[src/rtl/result_nibble_streamer.sv]
// Output stage of the DCNN IO coordinator: reads a contiguous byte range over the
// DMA read port and streams each byte as high-then-low nibbles under valid/ready.
module result_nibble_streamer #(
  parameter int ADDR_W = 16,
  parameter int DATA_W = 8
) (
  input  logic              clk,
  input  logic              RST,
  input  logic              start,
  input  logic [ADDR_W-1:0] baseAddr,
  input  logic [ADDR_W-1:0] byteCount,
  output logic [ADDR_W-1:0] ramAddress,
  output logic              readSignal,
  input  logic              doneRead,
  input  logic [DATA_W-1:0] ramDataIn,
  output logic [3:0]        Dout,
  output logic              outValid,
  input  logic              outReady,
  output logic              busy,
  output logic              done
);

  localparam logic [ADDR_W-1:0] ADDR_ZERO = {ADDR_W{1'b0}};
  localparam logic [ADDR_W-1:0] ADDR_ONE  = {{(ADDR_W-1){1'b0}}, 1'b1};

  typedef enum logic [2:0] {
    S_IDLE = 3'd0,
    S_REQ  = 3'd1,
    S_HI   = 3'd2,
    S_LO   = 3'd3,
    S_DONE = 3'd4
  } state_e;

  state_e            state_q, state_d;
  logic [ADDR_W-1:0] addr_q, addr_d;
  logic [ADDR_W-1:0] count_q, count_d;
  logic [DATA_W-1:0] byte_q, byte_d;

  logic [ADDR_W-1:0] ram_address_q, ram_address_d;
  logic              read_signal_q, read_signal_d;
  logic [3:0]        dout_q, dout_d;
  logic              out_valid_q, out_valid_d;
  logic              busy_q, busy_d;
  logic              done_q, done_d;

  // State, datapath and output registers
  always_ff @(posedge clk) begin
    if (RST) begin
      state_q       <= S_IDLE;
      addr_q        <= ADDR_ZERO;
      count_q       <= ADDR_ZERO;
      byte_q        <= {DATA_W{1'b0}};
      ram_address_q <= ADDR_ZERO;
      read_signal_q <= 1'b0;
      dout_q        <= 4'h0;
      out_valid_q   <= 1'b0;
      busy_q        <= 1'b0;
      done_q        <= 1'b0;
    end else begin
      state_q       <= state_d;
      addr_q        <= addr_d;
      count_q       <= count_d;
      byte_q        <= byte_d;
      ram_address_q <= ram_address_d;
      read_signal_q <= read_signal_d;
      dout_q        <= dout_d;
      out_valid_q   <= out_valid_d;
      busy_q        <= busy_d;
      done_q        <= done_d;
    end
  end

  // Next-state and datapath update
  always_comb begin
    state_d = state_q;
    addr_d  = addr_q;
    count_d = count_q;
    byte_d  = byte_q;
    case (state_q)
      S_IDLE: begin
        if (start) begin
          addr_d  = baseAddr;
          count_d = byteCount;
          state_d = (byteCount != ADDR_ZERO) ? S_REQ : S_DONE;
        end else begin
          state_d = S_IDLE;
        end
      end
      S_REQ: begin
        if (doneRead) begin
          byte_d  = ramDataIn;
          state_d = S_HI;
        end else begin
          state_d = S_REQ;
        end
      end
      S_HI: begin
        if (out_valid_q && outReady) begin
          state_d = S_LO;
        end else begin
          state_d = S_HI;
        end
      end
      S_LO: begin
        // Address wraps naturally at the top of the byte space
        if (out_valid_q && outReady) begin
          addr_d  = addr_q + ADDR_ONE;
          count_d = count_q - ADDR_ONE;
          state_d = (count_q == ADDR_ONE) ? S_DONE : S_REQ;
        end else begin
          state_d = S_LO;
        end
      end
      S_DONE: begin
        state_d = S_IDLE;
      end
      default: begin
        state_d = S_IDLE;
      end
    endcase
  end

  // Outputs decoded from the next state so every port comes straight from a flop
  always_comb begin
    ram_address_d = ADDR_ZERO;
    read_signal_d = 1'b0;
    dout_d        = 4'h0;
    out_valid_d   = 1'b0;
    busy_d        = 1'b0;
    done_d        = 1'b0;
    case (state_d)
      S_IDLE: begin
        busy_d = 1'b0;
      end
      S_REQ: begin
        ram_address_d = addr_d;
        read_signal_d = 1'b1;
        busy_d        = 1'b1;
      end
      S_HI: begin
        dout_d      = byte_d[DATA_W-1 -: 4];
        out_valid_d = 1'b1;
        busy_d      = 1'b1;
      end
      S_LO: begin
        dout_d      = byte_d[3:0];
        out_valid_d = 1'b1;
        busy_d      = 1'b1;
      end
      S_DONE: begin
        done_d = 1'b1;
      end
      default: begin
        busy_d = 1'b0;
      end
    endcase
  end

  assign ramAddress = ram_address_q;
  assign readSignal = read_signal_q;
  assign Dout       = dout_q;
  assign outValid   = out_valid_q;
  assign busy       = busy_q;
  assign done       = done_q;

endmodule

[config.mk]
export PLATFORM = sky130hd
export DESIGN_NAME = result_nibble_streamer
export DESIGN_NICKNAME = d
export VERILOG_FILES = /design/src/rtl/result_nibble_streamer.sv
export SDC_FILE = /design/constraint.sdc
export NUM_CORES = 1
export LEC_CHECK = 0
export CAP_MARGIN = 40
export CORE_ASPECT_RATIO = 0.75
export CORE_MARGIN = 4
export CORE_UTILIZATION = 51
export DETAILED_ROUTE_END_ITERATION = 16
export PLACE_DENSITY_LB_ADDON = 0.08
export SLEW_MARGIN = 20
export SYNTH_ARGS = -nofsm -noshare
export SYNTH_HDL_FRONTEND = slang
export SYNTH_SLANG_ARGS = --single-unit
[constraint.sdc]
create_clock -name clk -period 2.1 [get_ports clk]
set_input_delay 0.42 -clock clk [delete_from_list [all_inputs] [get_ports clk]]
set_output_delay 0.42 -clock clk [all_outputs]
set_load 0.005 [all_outputs]
[Word level (Yosys, flattened, before mapping)]
Cells that the tools add are included.
Storage, ports and cells
  register bits: 67
  bits of input ports: 45
  output and inout bits: 24
  word-level logic and storage cells: 51
Operators by class
  add/sub/neg operators: 2
  equality and inequality tests: 10
  multiplexer cells: 20
  bitwise logic cells: 1
  reduce and logical (&&, ||, !) cells: 8
Operators by type and width (number)
  16-bit two-way mux: 4
  16-bit case mux with 2 select lines: 2
  16-bit by 1-bit adder with 16-bit output, second input constant: 1
  16-bit by 1-bit == test with 1-bit output, second input constant: 1
  8-bit two-way mux: 2
  16-bit nonzero test: 1
  16-bit by 1-bit subtractor with 16-bit output, second input constant: 1
  3-bit by 2-bit == test with 1-bit output, second input constant: 4
  3-bit two-way mux: 4
  3-bit case mux with 4 select lines: 1
  4-bit case mux with 2 select lines: 1
  3-bit by 1-bit == test with 1-bit output, second input constant: 2
  1-bit two-way mux: 5
  2-bit != test, second input constant: 2
  2-bit OR reduction: 2
  3-bit == test, second input constant: 1
  3-bit logical NOT: 1
  3-bit AND reduction: 1
  3-bit OR reduction: 1
  2-bit two-way mux: 1
  2-bit nonzero test: 1
  1-bit logical AND: 1
  1-bit inverter: 1

[Logic depth before layout (Yosys ltp)]
Gate-level depths: netlist (run 1).
  word-level depth: 7
  mapped depth: 8
  depth with buffers taken out: 7

[Worst setup path before layout (run 1)]
Ideal clock, no wire load.
  kind: input -> register
  start: input port outReady
  end: register ram_address_q[9], in the netlist ramAddress[9]
  setup time: 0.131 ns
  arrival time: 1.716 ns
  required time: 1.969 ns
  setup slack: 0.253 ns
  stages on the path: 6
  path buffers: 1
  cells stage by stage: buf_2 -> nand4_4 -> or3_4 -> o311a_1 -> a211oi_2 -> nor3_1
Between the ends
  cells in the longest elaborated chain, start to end: 6
  elaborated cells between the ends (all ways): 9
  those cells by class: eq/ne (1); mux (5); bitwise (1); reduce/logical (2)
RTL lines
  start, declared: line 18  | input logic outReady,
  1-bit logical AND *: line 98, 106
  3-bit two-way mux or 1-bit two-way mux (tied branches): line 106, 98
  3-bit case mux with 4 select lines: line 79  | case (state_q)
  3-bit by 1-bit == test with 1-bit output: line 131  | case (state_d)
  1-bit inverter (no source line)
  2-bit OR reduction (no source line)
  end signal, assigned: line 64  | ram_address_q <= ram_address_d;
  end, declared: line 39  | logic [ADDR_W-1:0] ram_address_q, ram_address_d;
Every way passes the cells marked *; elsewhere a longest branch is shown, timed or not.
A chain may end at the register's enable or synchronous reset.

[Final worst setup path (run 1)]
  start: input port byteCount[11]
  end: register ram_address_q[0], in the netlist ramAddress[0]
Between the ends
  cells in the longest elaborated chain, start to end: 7
RTL lines
  start, declared: line 11  | input logic [ADDR_W-1:0] byteCount,
  16-bit nonzero test: line 84  | state_d = (byteCount != ADDR_ZERO) ? S_REQ : S_DONE;
  3-bit two-way mux: line 84
  3-bit two-way mux: line 81  | if (start) begin
  3-bit case mux with 4 select lines: line 79
  3-bit by 1-bit == test with 1-bit output: line 131
  1-bit inverter (no source line)
  2-bit OR reduction (no source line)
No other way between the ends.

==> flow_summary.json, run 1 <==
{
  "status": "finished, final reports clean",
  "ys_seq_elements": 67,
  "maxSlewViolCount": 0,
  "clk_pin_slew_ps": 70,
  "core_area_um2": 6010,
  "rrSetupSlack_ps": 210,
  "rr_startpoint": "state_q[1]$_SDFF_PP0_",
  "cp_slowest_stage_delay_ps": 440,
  "power.density_cell_area_nw_per_um2": 696,
  "routed_wire_length_per_instance_um": 16.8,
  "dp_slack_ps": -328,
  "fmax_mhz": 501,
  "synth_largest_area_cell": "sky130_fd_sc_hd__dfxtp_1",
  "leakagePower_nw": 1.75,
  "synth_fp_nets": 425,
  "synth_async_sr_flop_share_pct": 0,
  "die_area_um2": 7770,
  "crit_path_max_fanout": 7,
  "finalSetupViolCount": 0,
  "root_buffer": "sky130_fd_sc_hd__clkbuf_8",
  "post_synth_main_area_contributors": "sky130_fd_sc_hd__dfxtp_1 41%, sky130_fd_sc_hd__nor2_1 5.2%, sky130_fd_sc_hd__nand2_1 4.2%, sky130_fd_sc_hd__mux2i_1 4.0%, sky130_fd_sc_hd__nor3_1 3.7%",
  "yosysUniqueCellTypes": 69,
  "grt-ovfl-total": 0,
  "post_cts_resized": 0,
  "max-slew-margin-rel_pct": 64.9,
  "port_buffers": 68,
  "yosys_warnings": 0,
  "timing.final.ws_setup_ps": 106,
  "placedInstanceArea_um2": 4450,
  "worst-r2r-cell-count": 6,
  "route.detailed.drc": 0,
  "final_design_area_no_fill_um2": 4660,
  "finalHoldWorstSlack_ps": 514,
  "fin_cells": 582,
  "detailedRoute.firstIterationViolations": 227,
  "clock_latency_ps": 350,
  "vias_per_cell": 5.97,
  "top_count_cell_post_synth": "sky130_fd_sc_hd__dfxtp_1",
  "r2r_end": "addr_q[7]$_SDFF_PP0_",
  "postRouteWirelength_um": 9770,
  "start_util_pct": 54.4,
  "clock_skew_ps": 8.53,
  "cts_max_level": 3,
  "hold_path.startpoint": "byte_q[3]$_SDFF_PP0_",
  "grt_max_degree": 32,
  "syn_inst": 377,
  "crit_chain": "clkdlybuf4s50_1, nor4_2, nand4_1, o2bb2ai_1, o21bai_4, buf_4, nor3_1",
  "worst-endpoint-required_ps": 2320,
  "period_needed_ps": 1990,
  "gp_congestion": 0.903,
  "synthDominantCellAreaShare_pct": 41.0,
  "ioPinCount": 69,
  "rows": 24,
  "synth-main-ff-cell": "sky130_fd_sc_hd__dfxtp_1",
  "drive_gt1_share_pct": 21.6,
  "antennaDiodeCount": 0,
  "timing.hold.worst_endpoint": "byte_q[3]$_SDFF_PP0_",
  "nNetsFinal": 547,
  "cp-start-kind": "primary input",
  "dp_hpwl_um": 6860,
  "cts_hold_repair.buffers": 0,
  "number_of_antenna_violations_at_the_first_check_in_global_routing": 0,
  "first_pass_grt_wire_length_um": 16400,
  "cts_setup_buffers": 0,
  "ctsLongestPathBuffers": 2,
  "data_arrival_time_of_the_critical_path_ps": 2210,
  "cts_buffers": 9,
  "worst_hold_path_type": "reg2reg",
  "number_of_hold_violations_in_the_final_report": 0,
  "min_period_over_period_pct": 95.0,
  "power.ir.vdd_worst_v": 0.000693,
  "num_vias": 3472,
  "synth_top_cells_by_count": "67 x sky130_fd_sc_hd__dfxtp_1, 45 x sky130_fd_sc_hd__nor2_1, 37 x sky130_fd_sc_hd__nand2_1",
  "maxCapViolations": 0,
  "min_delay_path_depth": 2,
  "synthToLayoutAreaGrowth_pct": 42.7,
  "finalSetupTns_ps": 0,
  "cp_capture_type": "register",
  "antenna_left": 0,
  "grt_pass1_vias": 3337,
  "first_pass_iters": 5,
  "grt.total_usage_pct": 26.1,
  "synthesis.area_per_instance_um2": 8.67,
  "max_slew.worst_pin.slew_ps": 523,
  "synth_enable_flop_cells": 0,
  "die_width_um": 100,
  "die_y_um": 77.3,
  "clkSinkCount": 67,
  "seq_area_frac_synth_pct": 41.0,
  "rsz0062_at_grt": "false",
  "critical_path_class": "in2reg",
  "cp_slowest_cell": "sky130_fd_sc_hd__clkdlybuf4s50_1",
  "dp_cells": 566,
  "power_mw": 3.25,
  "finalCoreUtilization_pct": 77.7,
  "tritoncts_clock_tree": "built",
  "post_synth_instance_area_um2": 3270
}
worst max-delay path, delay by kind of cell:
| family | cells | cell delay (ps) |
|---|---|---|
| buffers and inverters | 2 | 640 |
| AND/OR/NAND/NOR | 3 | 700 |
| AO/OA/AOI/OAI | 2 | 450 |
how the worst max path moves through the flow:
stage | start | to | slack, ps | depth (start not counted)
after floorplan | outReady | ramAddress[9]$_SDFF_PP0_ | 250 | 6
after global placement | byteCount[11] | ramAddress[6]$_SDFF_PP0_ | -230 | 7
after detailed placement | byteCount[11] | Dout[0]$_SDFF_PP0_ | -330 | 7
after CTS | byteCount[11] | Dout[2]$_SDFF_PP0_ | 5 | 7
after global routing | byteCount[11] | Dout[2]$_SDFF_PP0_ | 8 | 7
final | byteCount[11] | ramAddress[0]$_SDFF_PP0_ | 110 | 7
cell families after synthesis:
kind of cell / after synthesis / synth area share, %
buffers and inverters: 31 / 5.09
flip-flops: 67 / 41.0
AO/OA/AOI/OAI: 93 / 20.9
multiplexers: 13 / 3.98
adder cells (fa/ha/maj): 3 / 1.15
AND/OR/NAND/NOR: 170 / 27.9
report_power, final:
group          switching [mW]  internal [mW]
Clock                   0.514          0.580
Combinational           0.343          0.374
Sequential             0.0857           1.35
layout by cell type, fill, tap and decap left out, types with 3 or more instances in the layout:
cell / count
sky130_fd_sc_hd__a221oi_1: 5
sky130_fd_sc_hd__clkdlybuf4s50_1: 68
sky130_fd_sc_hd__clkbuf_8: 10
sky130_fd_sc_hd__ha_1: 3
sky130_fd_sc_hd__a22oi_1: 3
sky130_fd_sc_hd__nor3_1: 24
sky130_fd_sc_hd__inv_1: 6
sky130_fd_sc_hd__o311a_1: 5
sky130_fd_sc_hd__nor2_1: 45
sky130_fd_sc_hd__o21ai_0: 15
sky130_fd_sc_hd__nand3_1: 13
sky130_fd_sc_hd__a21oi_1: 16
sky130_fd_sc_hd__buf_4: 65
sky130_fd_sc_hd__nand2_1: 37
sky130_fd_sc_hd__nand4_1: 5
sky130_fd_sc_hd__a31oi_1: 5
sky130_fd_sc_hd__a22o_1: 3
sky130_fd_sc_hd__mux2i_1: 13
sky130_fd_sc_hd__a211oi_1: 8
sky130_fd_sc_hd__and2_1: 4
sky130_fd_sc_hd__o31ai_1: 6
sky130_fd_sc_hd__nor4_1: 13
sky130_fd_sc_hd__dfxtp_1: 65
per-layer routing:
layer | global-route usage [%] | share of wire [%] | vias to the layer above | routed length (um)
li1 | - | - | 1666 | -
met1 | 37.4 | 46 | 1633 | 4530
met2 | 38.6 | 44 | 152 | 4310
met3 | 5.56 | 7.9 | 21 | 774
met4 | 9.42 | 1.7 | 0 | 168
met5 | 0 | 0 | - | 0
registers in the layout (all words and copies together) (netlist names):
register / cells
Dout: 4
byte_q: 8
readSignal: 1
count_q: 16
busy: 1
addr_q: 16
done: 1
outValid: 1
ramAddress: 16
state_q: 3
layout make-up:
cell class	count	area, um^2
multi-input cells	279	1790
flip-flops and latches	67	1340
fillers	427	1340
repair buffers	135	1210
clock buffers	10	138
well taps	78	97.6
clock inverters	6	63.8
inverters	7	26.3
Note: power is estimated with default switching activity, not from simulation.
==> run 2, diff against run 1 <==
--- a/config.mk
+++ b/config.mk
@@ -11,6 +11,7 @@
 export CORE_UTILIZATION = 51
 export DETAILED_ROUTE_END_ITERATION = 16
 export PLACE_DENSITY_LB_ADDON = 0.08
+export SETUP_SLACK_MARGIN = 0.02
 export SLEW_MARGIN = 20
 export SYNTH_ARGS = -nofsm -noshare
 export SYNTH_HDL_FRONTEND = slang
==> run 2 against run 1 <==
Effect of this change: cell count stayed put; worst setup slack better by 10 ps; sequential power hardly changed; largest power group unchanged; clock power hardly changed; critical endpoint is now addr_q[7]$_SDFF_PP0_; utilization is 0.15 points higher; largest cell class unchanged.
==> flow_summary.json, run 2 (same netlist as run 1, synthesis figures left out) <==
{
  "leakagePower_nw": 1.75,
  "first_pass_grt_wire_length_um": 16400,
  "nNetsFinal": 547,
  "dp_slack_ps": -328,
  "cts_max_level": 3,
  "port_buffers": 68,
  "cts_hold_repair.buffers": 0,
  "start_util_pct": 54.4,
  "min_delay_path_depth": 2,
  "finalSetupViolCount": 0,
  "rows": 24,
  "most-common-layout-cells": "68 x sky130_fd_sc_hd__clkdlybuf4s50_1, 65 x sky130_fd_sc_hd__dfxtp_1, 65 x sky130_fd_sc_hd__buf_4",
  "worst-endpoint-required_ps": 2330,
  "cts_buffers": 9,
  "vias_per_cell": 5.98,
  "routed_wire_length_per_instance_um": 16.9,
  "cp_capture_type": "register",
  "synthToLayoutAreaGrowth_pct": 42.9,
  "antennaDiodeCount": 0,
  "rsz0062_at_grt": "true",
  "fill_cells": 424,
  "core_area_um2": 6010,
  "maxCapViolations": 0,
  "ioPinCount": 69,
  "fmax_mhz": 504,
  "grt_pass1_vias": 3339,
  "detailedRoute.firstIterationViolations": 271,
  "ctsLongestPathBuffers": 2,
  "crit_path_max_fanout": 6,
  "tritoncts_clock_tree": "built",
  "die_area_um2": 7770,
  "root_buffer": "sky130_fd_sc_hd__clkbuf_8",
  "clock_latency_ps": 350,
  "worst-r2r-cell-count": 6,
  "max_slew.worst_pin.slew_ps": 551,
  "data_arrival_time_of_the_critical_path_ps": 2210,
  "grt-ovfl-total": 0,
  "gp_congestion": 0.903,
  "finalCoreUtilization_pct": 77.8,
  "grt_max_degree": 32,
  "power.density_cell_area_nw_per_um2": 696,
  "antenna_left": 0,
  "period_needed_ps": 1980,
  "cp-start-kind": "primary input",
  "max-slew-margin-rel_pct": 63.0,
  "die_width_um": 100,
  "first_pass_iters": 5,
  "number_of_antenna_violations_at_the_first_check_in_global_routing": 0,
  "route.detailed.drc": 0,
  "clock_skew_ps": 8.42,
  "clkSinkCount": 67,
  "power.ir.vdd_worst_v": 0.000693,
  "critical_path_class": "in2reg",
  "status": "finished, final reports clean",
  "timing.final.ws_setup_ps": 116,
  "die_y_um": 77.3,
  "maxSlewViolCount": 0,
  "clk_pin_slew_ps": 70,
  "layout_commonest_cell": "sky130_fd_sc_hd__clkdlybuf4s50_1",
  "placedInstanceArea_um2": 4450,
  "dp_cells": 566,
  "final_design_area_no_fill_um2": 4670,
  "postRouteWirelength_um": 9830,
  "worst_hold_path_type": "reg2reg",
  "dp_hpwl_um": 6860,
  "drive_gt1_share_pct": 21.6,
  "grt.total_usage_pct": 26.1,
  "min_period_over_period_pct": 94.5,
  "number_of_hold_violations_in_the_final_report": 0,
  "num_vias": 3479,
  "fin_cells": 582
}
==> run 2: cell types whose count changed in the layout (fill, tap and decap cells not counted) <==
| cell | change |
|---|---|
| sky130_fd_sc_hd__nor4_2 | -1 |
| sky130_fd_sc_hd__nor4_4 | +1 |
==> run 2: per-stage QoR <==
step / power [mW] / hold WS, ps / TNS [ps]
after floorplan: 1.81 / 458 / 0
after global placement: 2.14 / 484 / -7400
after detailed placement: 2.16 / 497 / -10950
after CTS: 3.26 / 522 / 0
after global routing: 3.39 / 545 / 0
final: 3.25 / 514 / 0
==> run 2: where the power goes <==
part,total [mW],switching (mW),internal (mW)
logic,0.719,0.345,0.374
registers,1.44,0.0867,1.35
clock network,1.09,0.515,0.580
total,3.25,0.947,2.31
==> run 2: critical path, stage by stage <==
cell,delay (ps)
sky130_fd_sc_hd__clkdlybuf4s50_1,500
sky130_fd_sc_hd__or4b_4,540
sky130_fd_sc_hd__nand2_2,150
sky130_fd_sc_hd__buf_4,120
sky130_fd_sc_hd__nand3_1,70
sky130_fd_sc_hd__a31oi_1,310
sky130_fd_sc_hd__nor2_1,100
==> run 2: final cells by class <==
type                            count  area, um^2  share of cell area (%)
Timing Repair Buffer              135        1210                    25.9
Clock inverter                      6        63.8                    1.37
Inverter                            7        26.3                   0.562
Clock buffer                       10         138                    2.95
Tap cell                           78        97.6                    2.09
Multi-Input combinational cell    279        1800                    38.4
Sequential cell                    67        1340                    28.8
==> run 2: final timing paths <==
kind	end	from	slack (ps)
min reg2reg	byte_q[3]$_SDFF_PP0_	byte_q[3]$_SDFF_PP0_	510
max reg2reg	addr_q[7]$_SDFF_PP0_	state_q[1]$_SDFF_PP0_	220
min	byte_q[3]$_SDFF_PP0_	byte_q[3]$_SDFF_PP0_	510
max	addr_q[7]$_SDFF_PP0_	start	120
==> run 2: timing repair <==
action / in CTS / in global routing
pin swaps: 0 / 1
cloned: 0 / 0
setup buffers: 0 / 0
endpoints found under the setup margin: 3 / 8
gates resized for setup: 1 / 4
==> run 2: routing by layer <==
metal  vias to the layer above  wire (um)  track usage (%)
met5                         -          0                0
met4                         0        159             9.42
met3                        17        740             5.56
met2                       146       4330             38.6
met1                      1650       4590             37.5
li1                       1666          -                -
